--- config.mk ---
export PLATFORM = sky130hd
export DESIGN_NAME = instr_decode_stage
export DESIGN_NICKNAME = d
export VERILOG_FILES = /design/src/rtl/instr_decode_stage.sv
export SDC_FILE = /design/constraint.sdc
export NUM_CORES = 1
export LEC_CHECK = 0
export CORE_MARGIN = 2
export CORE_UTILIZATION = 35
export DETAILED_ROUTE_END_ITERATION = 8
export GPL_TIMING_DRIVEN = 0
export PLACE_DENSITY_LB_ADDON = 0.1
export RECOVER_POWER = 50
export SETUP_SLACK_MARGIN = 0.3
export SYNTH_ARGS = -nofsm -noshare
export SYNTH_HDL_FRONTEND = slang
export SYNTH_SLANG_ARGS = --single-unit
export TNS_END_PERCENT = 5
--- constraint.sdc ---
create_clock -name clk -period 5.3 [get_ports clk]
set_input_delay 1.06 -clock clk [delete_from_list [all_inputs] [get_ports clk]]
set_output_delay 1.06 -clock clk [all_outputs]
set_load 0.005 [all_outputs]
--- src/rtl/instr_decode_stage.sv ---
// instr_decode_stage
//   RV32I decode stage between fetch and execute. Drives the register file
//   read ports combinationally and registers the decoded fields for one cycle
//   so id_* lines up with the register file's rs1/rs2 read data.
//
// Ports
//   clk, reset                 clock, synchronous active-low reset
//   if_valid/if_ready          fetch handshake; if_instr/if_pc carry the word
//   flush                      kills the held instruction and blocks intake
//   ex_ready                   execute consumes id_* this cycle
//   rf_rs1/rs2_en/addr         register file read requests (combinational)
//   id_*                       registered decode results, id_valid qualifies
module instr_decode_stage #(
  parameter int DATA_W       = 32,
  parameter int REG_AW       = 5,
  parameter int SYSTEM_LEGAL = 1
) (
  input  logic              clk,
  input  logic              reset,
  input  logic              if_valid,
  output logic              if_ready,
  input  logic [DATA_W-1:0] if_instr,
  input  logic [DATA_W-1:0] if_pc,
  input  logic              flush,
  input  logic              ex_ready,
  output logic              rf_rs1_en,
  output logic              rf_rs2_en,
  output logic [REG_AW-1:0] rf_rs1_addr,
  output logic [REG_AW-1:0] rf_rs2_addr,
  output logic              id_valid,
  output logic [DATA_W-1:0] id_pc,
  output logic [6:0]        id_opcode,
  output logic [2:0]        id_funct3,
  output logic              id_funct7b5,
  output logic [REG_AW-1:0] id_rd_addr,
  output logic              id_rd_en,
  output logic [DATA_W-1:0] id_imm,
  output logic              id_illegal
);

  localparam logic [6:0] OPC_LUI    = 7'b0110111;
  localparam logic [6:0] OPC_AUIPC  = 7'b0010111;
  localparam logic [6:0] OPC_JAL    = 7'b1101111;
  localparam logic [6:0] OPC_JALR   = 7'b1100111;
  localparam logic [6:0] OPC_BRANCH = 7'b1100011;
  localparam logic [6:0] OPC_LOAD   = 7'b0000011;
  localparam logic [6:0] OPC_STORE  = 7'b0100011;
  localparam logic [6:0] OPC_OPIMM  = 7'b0010011;
  localparam logic [6:0] OPC_OP     = 7'b0110011;
  localparam logic [6:0] OPC_FENCE  = 7'b0001111;
  localparam logic [6:0] OPC_SYSTEM = 7'b1110011;

  logic              id_valid_q,    id_valid_d;
  logic [DATA_W-1:0] id_pc_q,       id_pc_d;
  logic [6:0]        id_opcode_q,   id_opcode_d;
  logic [2:0]        id_funct3_q,   id_funct3_d;
  logic              id_funct7b5_q, id_funct7b5_d;
  logic [REG_AW-1:0] id_rd_addr_q,  id_rd_addr_d;
  logic              id_rd_en_q,    id_rd_en_d;
  logic [DATA_W-1:0] id_imm_q,      id_imm_d;
  logic              id_illegal_q,  id_illegal_d;
  // Read-port requests of the held instruction, replayed while stalled.
  logic [REG_AW-1:0] rs1_addr_q,    rs1_addr_d;
  logic [REG_AW-1:0] rs2_addr_q,    rs2_addr_d;
  logic              rs1_en_q,      rs1_en_d;
  logic              rs2_en_q,      rs2_en_d;

  logic [6:0]        opc;
  logic [2:0]        f3;
  logic [6:0]        f7;
  logic              dec_use1, dec_use2, dec_rd, dec_ill;
  logic [DATA_W-1:0] dec_imm;
  logic              acc, hold;

  // Combinational decode of the instruction currently offered by fetch.
  always_comb begin
    opc      = if_instr[6:0];
    f3       = if_instr[14:12];
    f7       = if_instr[31:25];
    dec_use1 = 1'b0;
    dec_use2 = 1'b0;
    dec_rd   = 1'b0;
    dec_ill  = 1'b0;
    dec_imm  = '0;
    case (opc)
      OPC_LUI, OPC_AUIPC: begin
        dec_rd  = 1'b1;
        dec_imm = {if_instr[31:12], 12'b0};
      end
      OPC_JAL: begin
        dec_rd  = 1'b1;
        dec_imm = {{11{if_instr[31]}}, if_instr[31], if_instr[19:12],
                   if_instr[20], if_instr[30:21], 1'b0};
      end
      OPC_JALR: begin
        dec_use1 = 1'b1;
        dec_rd   = 1'b1;
        dec_ill  = (f3 != 3'd0);
        dec_imm  = {{20{if_instr[31]}}, if_instr[31:20]};
      end
      OPC_BRANCH: begin
        dec_use1 = 1'b1;
        dec_use2 = 1'b1;
        dec_ill  = (f3 == 3'd2) || (f3 == 3'd3);
        dec_imm  = {{19{if_instr[31]}}, if_instr[31], if_instr[7],
                    if_instr[30:25], if_instr[11:8], 1'b0};
      end
      OPC_LOAD: begin
        dec_use1 = 1'b1;
        dec_rd   = 1'b1;
        dec_ill  = (f3 == 3'd3) || (f3 == 3'd6) || (f3 == 3'd7);
        dec_imm  = {{20{if_instr[31]}}, if_instr[31:20]};
      end
      OPC_STORE: begin
        dec_use1 = 1'b1;
        dec_use2 = 1'b1;
        dec_ill  = (f3 > 3'd2);
        dec_imm  = {{20{if_instr[31]}}, if_instr[31:25], if_instr[11:7]};
      end
      OPC_OPIMM: begin
        dec_use1 = 1'b1;
        dec_rd   = 1'b1;
        // Shift-immediates reuse the funct7 field; only SLLI/SRLI/SRAI exist.
        if (f3 == 3'd1)      dec_ill = (f7 != 7'h00);
        else if (f3 == 3'd5) dec_ill = (f7 != 7'h00) && (f7 != 7'h20);
        dec_imm = {{20{if_instr[31]}}, if_instr[31:20]};
      end
      OPC_OP: begin
        dec_use1 = 1'b1;
        dec_use2 = 1'b1;
        dec_rd   = 1'b1;
        if (f7 == 7'h20)      dec_ill = (f3 != 3'd0) && (f3 != 3'd5);
        else if (f7 != 7'h00) dec_ill = 1'b1;
      end
      OPC_FENCE, OPC_SYSTEM: begin
        dec_ill = (SYSTEM_LEGAL == 0);
        dec_imm = {{20{if_instr[31]}}, if_instr[31:20]};
      end
      default: dec_ill = 1'b1;
    endcase
    if (if_instr[1:0] != 2'b11) dec_ill = 1'b1;
    // An illegal word must not touch the register file or produce a value.
    if (dec_ill) begin
      dec_use1 = 1'b0;
      dec_use2 = 1'b0;
      dec_rd   = 1'b0;
      dec_imm  = '0;
    end
  end

  assign if_ready = reset & ~flush & (~id_valid_q | ex_ready);
  assign acc      = if_valid & if_ready;
  assign hold     = id_valid_q & ~ex_ready & ~flush;

  // Read-port drive: new instruction on accept, held request while stalled.
  always_comb begin
    rf_rs1_en   = 1'b0;
    rf_rs2_en   = 1'b0;
    rf_rs1_addr = '0;
    rf_rs2_addr = '0;
    if (reset && !flush) begin
      if (acc) begin
        rf_rs1_en   = dec_use1;
        rf_rs2_en   = dec_use2;
        rf_rs1_addr = if_instr[19:15];
        rf_rs2_addr = if_instr[24:20];
      end else if (hold) begin
        rf_rs1_en   = rs1_en_q;
        rf_rs2_en   = rs2_en_q;
        rf_rs1_addr = rs1_addr_q;
        rf_rs2_addr = rs2_addr_q;
      end
    end
  end

  always_comb begin
    id_valid_d    = id_valid_q;
    id_pc_d       = id_pc_q;
    id_opcode_d   = id_opcode_q;
    id_funct3_d   = id_funct3_q;
    id_funct7b5_d = id_funct7b5_q;
    id_rd_addr_d  = id_rd_addr_q;
    id_rd_en_d    = id_rd_en_q;
    id_imm_d      = id_imm_q;
    id_illegal_d  = id_illegal_q;
    rs1_addr_d    = rs1_addr_q;
    rs2_addr_d    = rs2_addr_q;
    rs1_en_d      = rs1_en_q;
    rs2_en_d      = rs2_en_q;
    if (flush) begin
      id_valid_d = 1'b0;
    end else if (acc) begin
      id_valid_d    = 1'b1;
      id_pc_d       = if_pc;
      id_opcode_d   = opc;
      id_funct3_d   = f3;
      id_funct7b5_d = if_instr[30];
      id_rd_addr_d  = if_instr[11:7];
      id_rd_en_d    = dec_rd && (if_instr[11:7] != '0);
      id_imm_d      = dec_imm;
      id_illegal_d  = dec_ill;
      rs1_addr_d    = if_instr[19:15];
      rs2_addr_d    = if_instr[24:20];
      rs1_en_d      = dec_use1;
      rs2_en_d      = dec_use2;
    end else if (ex_ready) begin
      id_valid_d = 1'b0;
    end
  end

  always_ff @(posedge clk) begin
    if (!reset) begin
      id_valid_q    <= 1'b0;
      id_pc_q       <= '0;
      id_opcode_q   <= '0;
      id_funct3_q   <= '0;
      id_funct7b5_q <= 1'b0;
      id_rd_addr_q  <= '0;
      id_rd_en_q    <= 1'b0;
      id_imm_q      <= '0;
      id_illegal_q  <= 1'b0;
      rs1_addr_q    <= '0;
      rs2_addr_q    <= '0;
      rs1_en_q      <= 1'b0;
      rs2_en_q      <= 1'b0;
    end else begin
      id_valid_q    <= id_valid_d;
      id_pc_q       <= id_pc_d;
      id_opcode_q   <= id_opcode_d;
      id_funct3_q   <= id_funct3_d;
      id_funct7b5_q <= id_funct7b5_d;
      id_rd_addr_q  <= id_rd_addr_d;
      id_rd_en_q    <= id_rd_en_d;
      id_imm_q      <= id_imm_d;
      id_illegal_q  <= id_illegal_d;
      rs1_addr_q    <= rs1_addr_d;
      rs2_addr_q    <= rs2_addr_d;
      rs1_en_q      <= rs1_en_d;
      rs2_en_q      <= rs2_en_d;
    end
  end

  assign id_valid    = id_valid_q;
  assign id_pc       = id_pc_q;
  assign id_opcode   = id_opcode_q;
  assign id_funct3   = id_funct3_q;
  assign id_funct7b5 = id_funct7b5_q;
  assign id_rd_addr  = id_rd_addr_q;
  assign id_rd_en    = id_rd_en_q;
  assign id_imm      = id_imm_q;
  assign id_illegal  = id_illegal_q;

endmodule

Yosys cells after proc, flatten, opt, wreduce, memory -nomap -nowiden
Cells that the tools add are included.
{ "totals": {"ff_bits": 95, "in_bits": 69, "out_inout_bits": 96, "elab_cells": 93} }
{ "classes": {"n_lt_le_gt_ge": 1, "n_eq_ne": 21, "mux": 28, "n_bitwise": 10, "reduce_logical": 20} }
{ "ops": {"columns": ["operator", "count"], "rows": [
  ["$pmux 32 s5", 1],
  ["$mux 32", 1],
  ["$mux 5", 6],
  ["$eq 7x6->1 const B", 4],
  ["$eq 7x7->1 const B", 4],
  ["$mux 1", 19],
  ["$eq 7x5->1 const B", 2],
  ["$reduce_or 5->1", 2],
  ["$eq 3x3->1 const B", 3],
  ["$eq 7x2->1 const B", 1],
  ["$eq 7x4->1 const B", 1],
  ["$ne 7x6->1 const B", 1],
  ["$pmux 1 s7", 1],
  ["$reduce_bool 7->1", 1],
  ["$reduce_or 7->1", 1],
  ["$eq 3x2->1 const B", 2],
  ["$reduce_or 6->1", 1],
  ["$and 1x1->1", 5],
  ["$reduce_bool 5->1", 1],
  ["$logic_and 1x1->1", 4],
  ["$not 1->1", 4],
  ["$reduce_or 2->1", 2],
  ["$eq 3x1->1 const B", 1],
  ["$gt 3x2->1 const B", 1],
  ["9 further kinds", 11]
]} }

Depth between registers and ports, before layout
Gate-level depths: netlist of run 1.
{ "depth": {"depth_word": 9, "depth_mapped": 8, "mapped_depth_nobuf": 5} }

Least setup slack after synthesis of run 1
OpenSTA, ideal clock, no wires.
{ "synth_path": {"kind": "in2out", "startpoint": "input if_instr[3]", "endpoint": "output rf_rs2_en", "arrival_ps": 2369, "required_time_ps": 4240, "setup_slack_ps": 1871, "path_stages": 7, "path_buffers": 2, "cell_sequence": "buf_2 -> nor4b_2 -> nand2_1 -> or3_1 -> nand4_2 -> buf_4 -> o31ai_1"} }
{ "synth_between": {"elab_chain_len": 7} }
{ "synth_rtl": {"columns": ["item", "line", "source"], "rows": [
  ["from (decl)", "22", "input logic [DATA_W-1:0] if_instr,"],
  ["$eq 7x4->1 (tied with other cells)", "85", "case (opc)"],
  ["$reduce_or 5->1 (no line)", null, null],
  ["$pmux 1 s7", "85", null],
  ["$mux 1", "141", "if (if_instr[1:0] != 2'b11) dec_ill = 1'b1;"],
  ["$mux 1 (*)", "143", "if (dec_ill) begin"],
  ["$mux 1 (*)", "162", "if (acc) begin"],
  ["$mux 1 (*)", "161", "if (reset && !flush) begin"],
  ["to (decl)", "27", "output logic rf_rs2_en,"]
]} }
Every way passes the cells marked *; elsewhere a longest branch is shown, timed or not.

Final worst setup path of run 1
{ "layout_path": {"startpoint": "input reset", "endpoint": "output rf_rs2_en"} }
{ "layout_between": {"elab_chain_len": 5} }
{ "layout_rtl": {"columns": ["item", "line", "source"], "rows": [
  ["from (decl)", "19", "input logic reset,"],
  ["$and 1x1->1 (2 in a row)", "151", "assign if_ready = reset & ~flush & (~id_valid_q | ex_ready);"],
  ["$and 1x1->1", "152", "assign acc = if_valid & if_ready;"],
  ["$mux 1", "162", null],
  ["$mux 1 (*)", "161", null]
]} }
Marked as above.

==> qor.csv, run 1 <==
metric,value,unit
cts_tree,built,
synth_edf_count,0,
synth_area_leader_cell,dfxtp_1,
peakVddDrop,125,uV
r2r_slack,3090,ps
whs,450,ps
endpoint,rf_rs2_en,
worstSetupPathType,input port to output port,
cts_hold_buf,0,
tightest_slew,862,ps
vias_per_cell,5.22,
num_rows,39,
clk_pin_slew,60,ps
syn-instance-count,522,
finalSetupTns,0,ps
clockRootBuffer,clkbuf_16,
boundaryPins,165,
syn_area,0.00410,sq mm
synth_cell_types,57,
cp.required,4240,ps
totalWireLength,13.6,mm
rsz0062_at_grt,false,
grt_pass1_wl,21.7,mm
gp_congestion,0.874,
cp.depth,8,
power_leakage,2.43,nW
endpoint_kind,output port,
dr.pass1.iters,5,
avgSynthCellArea,7.86,sq um
status,finished clean,
htreeDepth,3,
arrival,3820,ps
async_flop_share,0,%
gr-usage-all-layers,21.3,%
wl_per_cell,16.2,um
ys_ff_latch,95,
worstPathMaxFanout,10,
antenna_found_initial,0,
grt_max_degree,16,
synth.top_cell.area_share,46.3,%
slowest_delay,630,ps
cp-startpoint,reset,
fp.dieW,112,um
cap_violations,0,
ctsResizeCount,0,
power_density,263,mW/mm^2
synth-seq-area-share,46.3,%
io_buffers,160,
ys_warn_count,0,
first_global_vias,4170,
dr.first_iter.drc_count,285,
post-cts-setup-buffers,0,
slew_violations,0,
worstReg2RegStart,id_valid,
remaining_drc_errors,0,
slowest_stage,dlygate4sd3_1,
fin_crit_sh,92.1,%
crit_family,buffers and inverters,
clock_tree.buffer_depth,2,
coreArea,0.0114,sq mm
layout.nets,762,
drive_above_1_share,6.73,%
dp_hpwl,10.3,mm
die_h,112,um
syn_nets,591,
clk_latency,340,ps
max_freq,205,MHz
crit_chain,"dlygate4sd3_1, and2b_1, nand3_1, nor3_2, nand4_2, buf_4, o31ai_1, clkdlybuf4s50_1",
gr-total-overflow,0,
final_hold_viol_count,0,
area_delta_synth_final,51.2,%
n_antenna_cell,0,
fin_skew,3.41,ps
relSlewSlack,42.5,%
rr_endpoint,id_pc[13],
cts_buffers,9,
cp-start-kind,input port,
start_util,35.9,%
die_area,0.0126,sq mm
rr_worst_depth,6,
holdCritPathClass,flip-flop to flip-flop,
period_needed,4880,ps
vias,4389,
clock_sinks,95,
synth_flop_cell,dfxtp_1,
ant_nets,0,
critPathBufInv,3,
setup_viol,0,
ys_top_cells_by_area,"dfxtp_1, nand2_1, a21oi_1",
cells by family (layout without fill, tap and decap cells):
family	count (synthesis)	in the layout	synth area share [%]
xor gates and xnor gates	1	1	0.213
AOI/OAI and AO/OA	153	153	23.4
muxes	6	6	1.49
and+or+nand+nor	219	219	23.2
DFF	95	95	46.3
buffers and inverters	48	224	5.37
flip-flops by register name (all words and copies together) (netlist names):
| register | cells |
|---|---|
| id_opcode | 7 |
| id_rd_en | 1 |
| rs1_addr_q | 5 |
| rs2_addr_q | 5 |
| rs1_en_q | 1 |
| id_valid | 1 |
| id_funct3 | 3 |
| rs2_en_q | 1 |
| id_illegal | 1 |
| id_funct7b5 | 1 |
| id_rd_addr | 5 |
| id_pc | 32 |
| id_imm | 32 |
tightest hold or removal path, delay by kind of cell, from the launching register on:
kind | cells | cell delay, ps
compound gates | 1 | 50
flops | 1 | 300
simple gates | 1 | 50
how the worst min path moves through the flow:
stage | from | endpoint | slack [ps] | cells past startpoint
final | id_pc[15] | id_pc[15] | 450 | 2
after global routing | id_pc[22] | id_pc[22] | 460 | 2
after CTS | id_funct7b5 | id_funct7b5 | 460 | 2
after detailed placement | id_imm[23] | id_imm[23] | 440 | 2
after global placement | id_rd_en | id_rd_en | 440 | 2
after floorplan | rs2_en_q | rs2_en_q | 420 | 2
cell usage after synthesis (2+ instances only):
master	number
nand2_1	158
dfxtp_1	95
a21oi_1	85
o31ai_1	32
clkbuf_1	24
nor2_1	20
buf_2	11
nand3_1	9
o21ai_0	7
inv_1	6
mux2i_1	5
buf_4	4
a22oi_1	3
and3_1	3
nand2b_1	3
nor2b_1	3
or2_2	3
a31oi_1	2
a32o_1	2
and2_1	2
nor3_2	2
nor4_1	2
o21a_1	2
o22ai_1	2
o32ai_1	2
o41ai_1	2
or3_1	2
or4_1	2
final cells by class:
class / instances / area (sq um)
buffer: 41 / 193
tap: 143 / 179
inverter: 7 / 26.3
clock buffer: 11 / 243
timing repair buffer: 160 / 1600
clock inverter: 5 / 81.3
sequential: 95 / 1900
multi-input combinational: 379 / 1980
fill: 1121 / 5210
routing by layer:
| layer | share of wire, % | routed length, um | GRT usage [%] |
|---|---|---|---|
| met4 | 1.4 | 189 | 7.15 |
| met1 | 45 | 6070 | 27.8 |
| met2 | 47 | 6360 | 34.6 |
| met5 | 0 | 0 | 0 |
| met3 | 7.1 | 966 | 5.29 |
power by group:
part | switching [mW] | total [mW] | internal, mW
sequential | 0.00693 | 0.736 | 0.729
clock | 0.274 | 0.701 | 0.427
combinational | 0.0993 | 0.193 | 0.0937
cells in the final DEF (no fill, tap or decap), types with 3 or more instances in the layout:
master and count:
a22oi_1 3, mux2i_1 5, nand3_1 9, dlygate4sd3_1 85, nor2b_1 3, nor2_1 20, o31ai_1 32, buf_4 4
nand2_1 158, inv_1 6, or2_2 3, buf_2 10, dfxtp_1 95, a21oi_1 85, and3_1 3, clkdlybuf4s50_1 75
clkbuf_16 9, nand2b_1 3, clkbuf_1 26, o21ai_0 8
stage by stage:
| stage | setup WS, ps | utilization, % | instances | area (sq um) | total power [mW] |
|---|---|---|---|---|---|
| after floorplan | 1870 | - | 522 | 4100 | 0.834 |
| after detailed placement | 477 | 51.5 | 825 | 5880 | 0.950 |
| after CTS | 470 | 54.4 | 841 | 6210 | 1.65 |
| after global placement | 494 | 51.5 | 825 | 5880 | 0.947 |
| final | 416 | 54.4 | 841 | 6210 | 1.63 |
| after global routing | 312 | 54.4 | 841 | 6210 | 1.69 |
Note: power is estimated with default switching activity, not from simulation.
==> inputs of run 2 (changes only) <==
--- a/config.mk
+++ b/config.mk
@@ -6,8 +6,9 @@
 export NUM_CORES = 1
 export LEC_CHECK = 0
 export CORE_MARGIN = 2
-export CORE_UTILIZATION = 35
+export CORE_UTILIZATION = 67
 export DETAILED_ROUTE_END_ITERATION = 8
+export DONT_BUFFER_PORTS = 1
 export GPL_TIMING_DRIVEN = 0
 export PLACE_DENSITY_LB_ADDON = 0.1
 export RECOVER_POWER = 50
==> run 2 against run 1 <==
Against the previous run: wire length fell by 17%; critical path type unchanged; non-clock buffer count down 160; sequential cell count unchanged; combinational power decreased by 46%; via count fell by 11%; highest routed layer unchanged; setup slack improved by 890 ps; first-iteration DRC count increased by 26%.
==> qor.csv, run 2 (synthesized netlist as in run 1, its figures left out) <==
metric,value,unit,change
fin_crit_sh,75.3,%,-17 points
vias_per_cell,6.36,,+22%
setup_viol,0,,unchanged
rsz0062_at_grt,false,,
gp_congestion,0.926,,+5.8%
boundaryPins,165,,unchanged
first_global_vias,3486,,-16%
area_delta_synth_final,6.89,%,
vias,3900,,-11%
clockRootBuffer,clkbuf_8,,
worstSetupPathType,input port to output port,,
cp-startpoint,ex_ready,,
whs,461,ps,+11.0 ps
remaining_drc_errors,0,,unchanged
cts_buffers,9,,unchanged
num_rows,28,,-28%
io_buffers,0,,-100%
tightest_slew,831,ps,-30.7 ps
final_core_util,74.1,%,+20 points
clk_pin_slew,90,ps,+30 ps
post-cts-setup-buffers,0,,unchanged
power_density,305,mW/mm^2,+16%
arrival,2930,ps,-890 ps
grt_max_degree,18,,+2
totalWireLength,11.3,mm,-17%
dr.pass1.iters,5,,unchanged
final_hold_viol_count,0,,unchanged
start_util,69.3,%,+33 points
wl_per_cell,18.5,um,+14%
cts_tree,built,,
power,1.34,mW,-18%
slowest_stage,nand4_1,,
power.share.switching,26.1,%,+2.8 points
layout.nets,602,,-21%
n_antenna_cell,0,,unchanged
coreArea,0.00592,sq mm,-48%
holdCritPathClass,flip-flop to flip-flop,,
die_h,82.3,um,-27%
ctsResizeCount,0,,unchanged
combPwrFrac,7.8,%,-4.0 points
period_needed,3990,ps,-893 ps
dr.first_iter.drc_count,358,,+26%
stdcell_area,0.00439,sq mm,-29%
clk_latency,370,ps,+30 ps
htreeDepth,3,,unchanged
die_area,0.00677,sq mm,-46%
fp.dieW,82.3,um,-27%
hp-start,rs1_addr_q[1],,
endpoint_kind,output port,,
peakVddDrop,200,uV,+60%
worstPathMaxFanout,10,,unchanged
n_fill_cell,500,,-55%
drive_above_1_share,8.36,%,+1.6 points
slowest_delay,400,ps,-230 ps
antenna_found_initial,0,,unchanged
clock_sinks,95,,unchanged
cp-start-kind,input port,,
p_int,987,uW,-21%
relSlewSlack,44.0,%,+1.5 points
gr-usage-all-layers,32.7,%,+11 points
clock_tree.buffer_depth,2,,unchanged
finalSetupTns,0,ps,unchanged
worstReg2RegStart,id_valid,,
power_leakage,1.50,nW,-38%
gr-total-overflow,0,,unchanged
cts_hold_buf,0,,unchanged
grt_pass1_wl,16.8,mm,-22%
critPathBufInv,1,,-2
slew_violations,0,,unchanged
seqPwrFrac,55.4,%,+10 points
max_freq,251,MHz,+22%
crit_chain,"nand2b_1, nand3_1, nor3_2, nand4_1, buf_4, o31ai_1",,
placed_area,0.00420,sq mm,-29%
ant_nets,0,,unchanged
cap_violations,0,,unchanged
status,finished clean,,
fin_skew,8.74,ps,+5.33 ps
clockPowerShare,36.8,%,-6.2 points
final_cell_mix,"nand2_1, dfxtp_1, a21oi_1, o31ai_1, clkbuf_1",,
final_common_cell,nand2_1,,
dp_hpwl,8.49,mm,-18%
power.net_switching,349,uW,-8.3%
cp.required,4240,ps,about the same
crit_family,simple AND/OR/NAND/NOR gates,,
## run 2: final cells by class
class | count | area, sq um | area share [%]
inverter | 7 | 26.3 | 0.599
clock buffer | 9 | 124 | 2.82
tap | 75 | 93.8 | 2.14
sequential | 95 | 1900 | 43.4
clock inverter | 7 | 78.8 | 1.80
multi-input combinational | 379 | 1970 | 44.9
buffer | 41 | 191 | 4.36
## run 2: worst paths after layout
| kind | cells after the start | end | slack (ps) |
|---|---|---|---|
| worst max-delay path | 6 | rf_rs2_en | 1310 |
| worst min-delay path | 2 | rs1_addr_q[1] | 460 |
| worst max register to register | 6 | id_imm[12] | 3080 |
| worst min register to register | 2 | rs1_addr_q[1] | 460 |
## run 2: power groups by stage
stage | Sequential (mW) | Combinational (mW) | Clock [mW]
2_1_floorplan | 0.754 | 0.0802 | 0
3_3_place_gp | 0.756 | 0.0991 | 0
3_5_place_dp | 0.757 | 0.102 | 0
4_1_cts | 0.740 | 0.103 | 0.498
5_1_grt | 0.742 | 0.116 | 0.518
6_report | 0.740 | 0.104 | 0.492
## run 2: layer usage
metal | part of all wire [%] | vias to the layer above | global-route usage (%) | wire length [um]
li1 | - | 1823 | - | -
met1 | 39 | 1830 | 40.4 | 4410
met2 | 48 | 225 | 53.8 | 5410
met3 | 11 | 22 | 10.5 | 1280
met4 | 2.0 | 0 | 10.8 | 223
met5 | 0 | - | 0 | 0
## run 2: worst register-to-register path, stage by stage (launching register included)
cell and delay [ps]:
dfxtp_1 360, nand2b_1 240, nand3_1 260, nor3_2 270, nand4_1 400, buf_4 330
o31ai_1 270
## run 2: through the flow
| stage | cells | worst slack [ps] |
|---|---|---|
| final | 613 | 1310 |
| after global routing | 613 | 1210 |
| after CTS | 613 | 1470 |
| after detailed placement | 597 | 1480 |
| after global placement | 597 | 1540 |
| after floorplan | 522 | 1870 |
==> inputs of run 3 (changes only) <==
--- a/config.mk
+++ b/config.mk
@@ -6,7 +6,7 @@
 export NUM_CORES = 1
 export LEC_CHECK = 0
 export CORE_MARGIN = 2
-export CORE_UTILIZATION = 67
+export CORE_UTILIZATION = 57
 export DETAILED_ROUTE_END_ITERATION = 8
 export DONT_BUFFER_PORTS = 1
 export GPL_TIMING_DRIVEN = 0
==> constraint.sdc (replaced) <==
create_clock -name clk -period 3.4 [get_ports clk]
set_input_delay 0.68 -clock clk [delete_from_list [all_inputs] [get_ports clk]]
set_output_delay 0.68 -clock clk [all_outputs]
set_load 0.005 [all_outputs]
==> run 3 against run 2 <==
Against the previous run: non-clock buffer count stayed put; sequential power up 55%; setup slack got worse by 950 ps; sequential cell count unchanged; clock skew is 1.0 ps lower; final area increased by 0.51%; critical path type is now flip-flop to output port; critical endpoint unchanged; largest cell class unchanged.
==> qor.csv, run 3 (synthesized netlist as in run 1, its figures left out) <==
metric,value,unit,change
vias_per_cell,5.98,,-6.0%
dr.pass1.iters,7,,+2
setup_viol,0,,unchanged
final_common_cell,nand2_1,,
post-cts-setup-buffers,0,,unchanged
finalSetupTns,0,ps,unchanged
cp-start-kind,flip-flop,,
clk_latency,360,ps,about the same
dp_hpwl,8.64,mm,+1.8%
clockRootBuffer,clkbuf_8,,
clock_tree.buffer_depth,2,,unchanged
fin_crit_sh,89.4,%,
drive_above_1_share,8.75,%,+0.39 points
remaining_drc_errors,0,,unchanged
gr-total-overflow,0,,unchanged
stdcell_area,0.00441,sq mm,+0.51%
grt_max_degree,16,,-2
arrival,2360,ps,-570 ps
status,finished clean,,
cap_violations,0,,unchanged
vias,3786,,-2.9%
fp.dieW,88.9,um,+8.0%
boundaryPins,165,,unchanged
holdCritPathClass,input port to flip-flop,,
final_core_util,64.2,%,-9.9 points
die_h,88.9,um,+8.0%
die_area,0.00789,sq mm,+17%
multi_input_area,0.00200,sq mm,+1.3%
power_density,453,mW/mm^2,+49%
rsz0062_at_grt,false,,
totalWireLength,11.6,mm,+2.8%
ff_latch_area,0.00190,sq mm,unchanged
tightest_slew,814,ps,-16.6 ps
endpoint_kind,output port,,
clock_sinks,95,,unchanged
cts_tree,built,,
antenna_found_initial,0,,unchanged
clk_pin_slew,90,ps,about the same
dr.first_iter.drc_count,257,,-28%
htreeDepth,3,,unchanged
grt_pass1_wl,17.4,mm,+3.5%
period_needed,3040,ps,
worstPathMaxFanout,10,,unchanged
max_freq,329,MHz,
num_rows,30,,+7.1%
final_hold_viol_count,0,,unchanged
wl_per_cell,18.4,um,-0.45%
final_cells,633,,+3.3%
dp.cells,618,,+3.5%
cts_buffers,9,,unchanged
gp_congestion,0.924,,-0.22%
placed_area,0.00422,sq mm,+0.63%
power_leakage,1.49,nW,-0.85%
n_fill_cell,657,,+31%
layout.nets,602,,unchanged
n_antenna_cell,0,,unchanged
gr-usage-all-layers,29.2,%,-3.5 points
area_delta_synth_final,7.44,%,
final_cell_mix,"nand2_1, dfxtp_1, a21oi_1, o31ai_1, clkbuf_1",,
peakVddDrop,201,uV,+0.52%
slew_violations,0,,unchanged
io_buffers,0,,unchanged
start_util,59.7,%,-9.6 points
coreArea,0.00687,sq mm,+16%
fin_skew,7.70,ps,-1.04 ps
worstSetupPathType,flip-flop to output port,,
first_global_vias,3426,,-1.7%
relSlewSlack,45.5,%,+1.5 points
ant_nets,0,,unchanged
cp.required,2720,ps,-1520 ps
## run 3: cell types whose count changed in the layout (fill, tap and decap cells not counted), sizes merged
cell	previous run	this run
clkinvlp	2	3
buf	14	15
clkbuf	36	37
inv	10	8
clkinv	1	0
bufinv	1	0
## run 3: worst max-delay path, stage by stage, from the launching register on
cell and delay (ps):
dfxtp_1 340, nand2b_1 220, nand3_1 270, nor3_2 370, nand4_4 220, buf_4 240, o31ai_2 340
## run 3: through the flow
| step | hold WS [ps] | setup WS, ps | power (mW) |
|---|---|---|---|
| 4_1_cts | 436 | 327 | 2.00 |
| 3_3_place_gp | 442 | 339 | 1.34 |
| 5_1_grt | 430 | 206 | 2.07 |
| 3_5_place_dp | 448 | 260 | 1.34 |
| 2_1_floorplan | 425 | 731 | 1.30 |
| 6_report | 436 | 359 | 2.00 |
## run 3: final timing paths
check / from / end / slack (ps) / cells after the start
setup / recovery: id_valid / rf_rs2_en / 360 / 6
hold / removal: if_pc[29] / id_pc[29] / 440 / 2
setup reg to reg: id_valid / id_pc[23] / 1260 / 6
hold reg to reg: rs1_addr_q[0] / rs1_addr_q[0] / 460 / 2
## run 3: layout make-up
type | instances | share of cell area [%]
Multi-Input combinational cell | 379 | 45.3
Sequential cell | 95 | 43.1
Buffer | 41 | 4.37
Clock buffer | 11 | 3.21
Tap cell | 96 | 2.72
Clock inverter | 4 | 0.709
Inverter | 7 | 0.596
## run 3: per-layer routing
| metal | global-route usage, % | wire length [um] | up-vias |
|---|---|---|---|
| li1 | - | - | 1826 |
| met4 | 8.95 | 199 | 0 |
| met1 | 39.0 | 4860 | 1788 |
| met2 | 46.2 | 5440 | 155 |
| met5 | 0 | 0 | - |
| met3 | 7.84 | 1140 | 17 |
## run 3: repair_timing
action	in CTS	in global routing
hold buffers	0	0
pin swaps	0	0
cloned	0	0
setup endpoints to repair	1	1
resized for setup	1	2
## run 3: report_power, final
group,total (mW),internal [mW],switching [mW],leakage [nW]
clock,0.678,0.285,0.393,0.0781
combinational,0.163,0.0537,0.110,0.643
sequential,1.15,1.14,0.0176,0.769
total,2.00,1.47,0.521,1.49
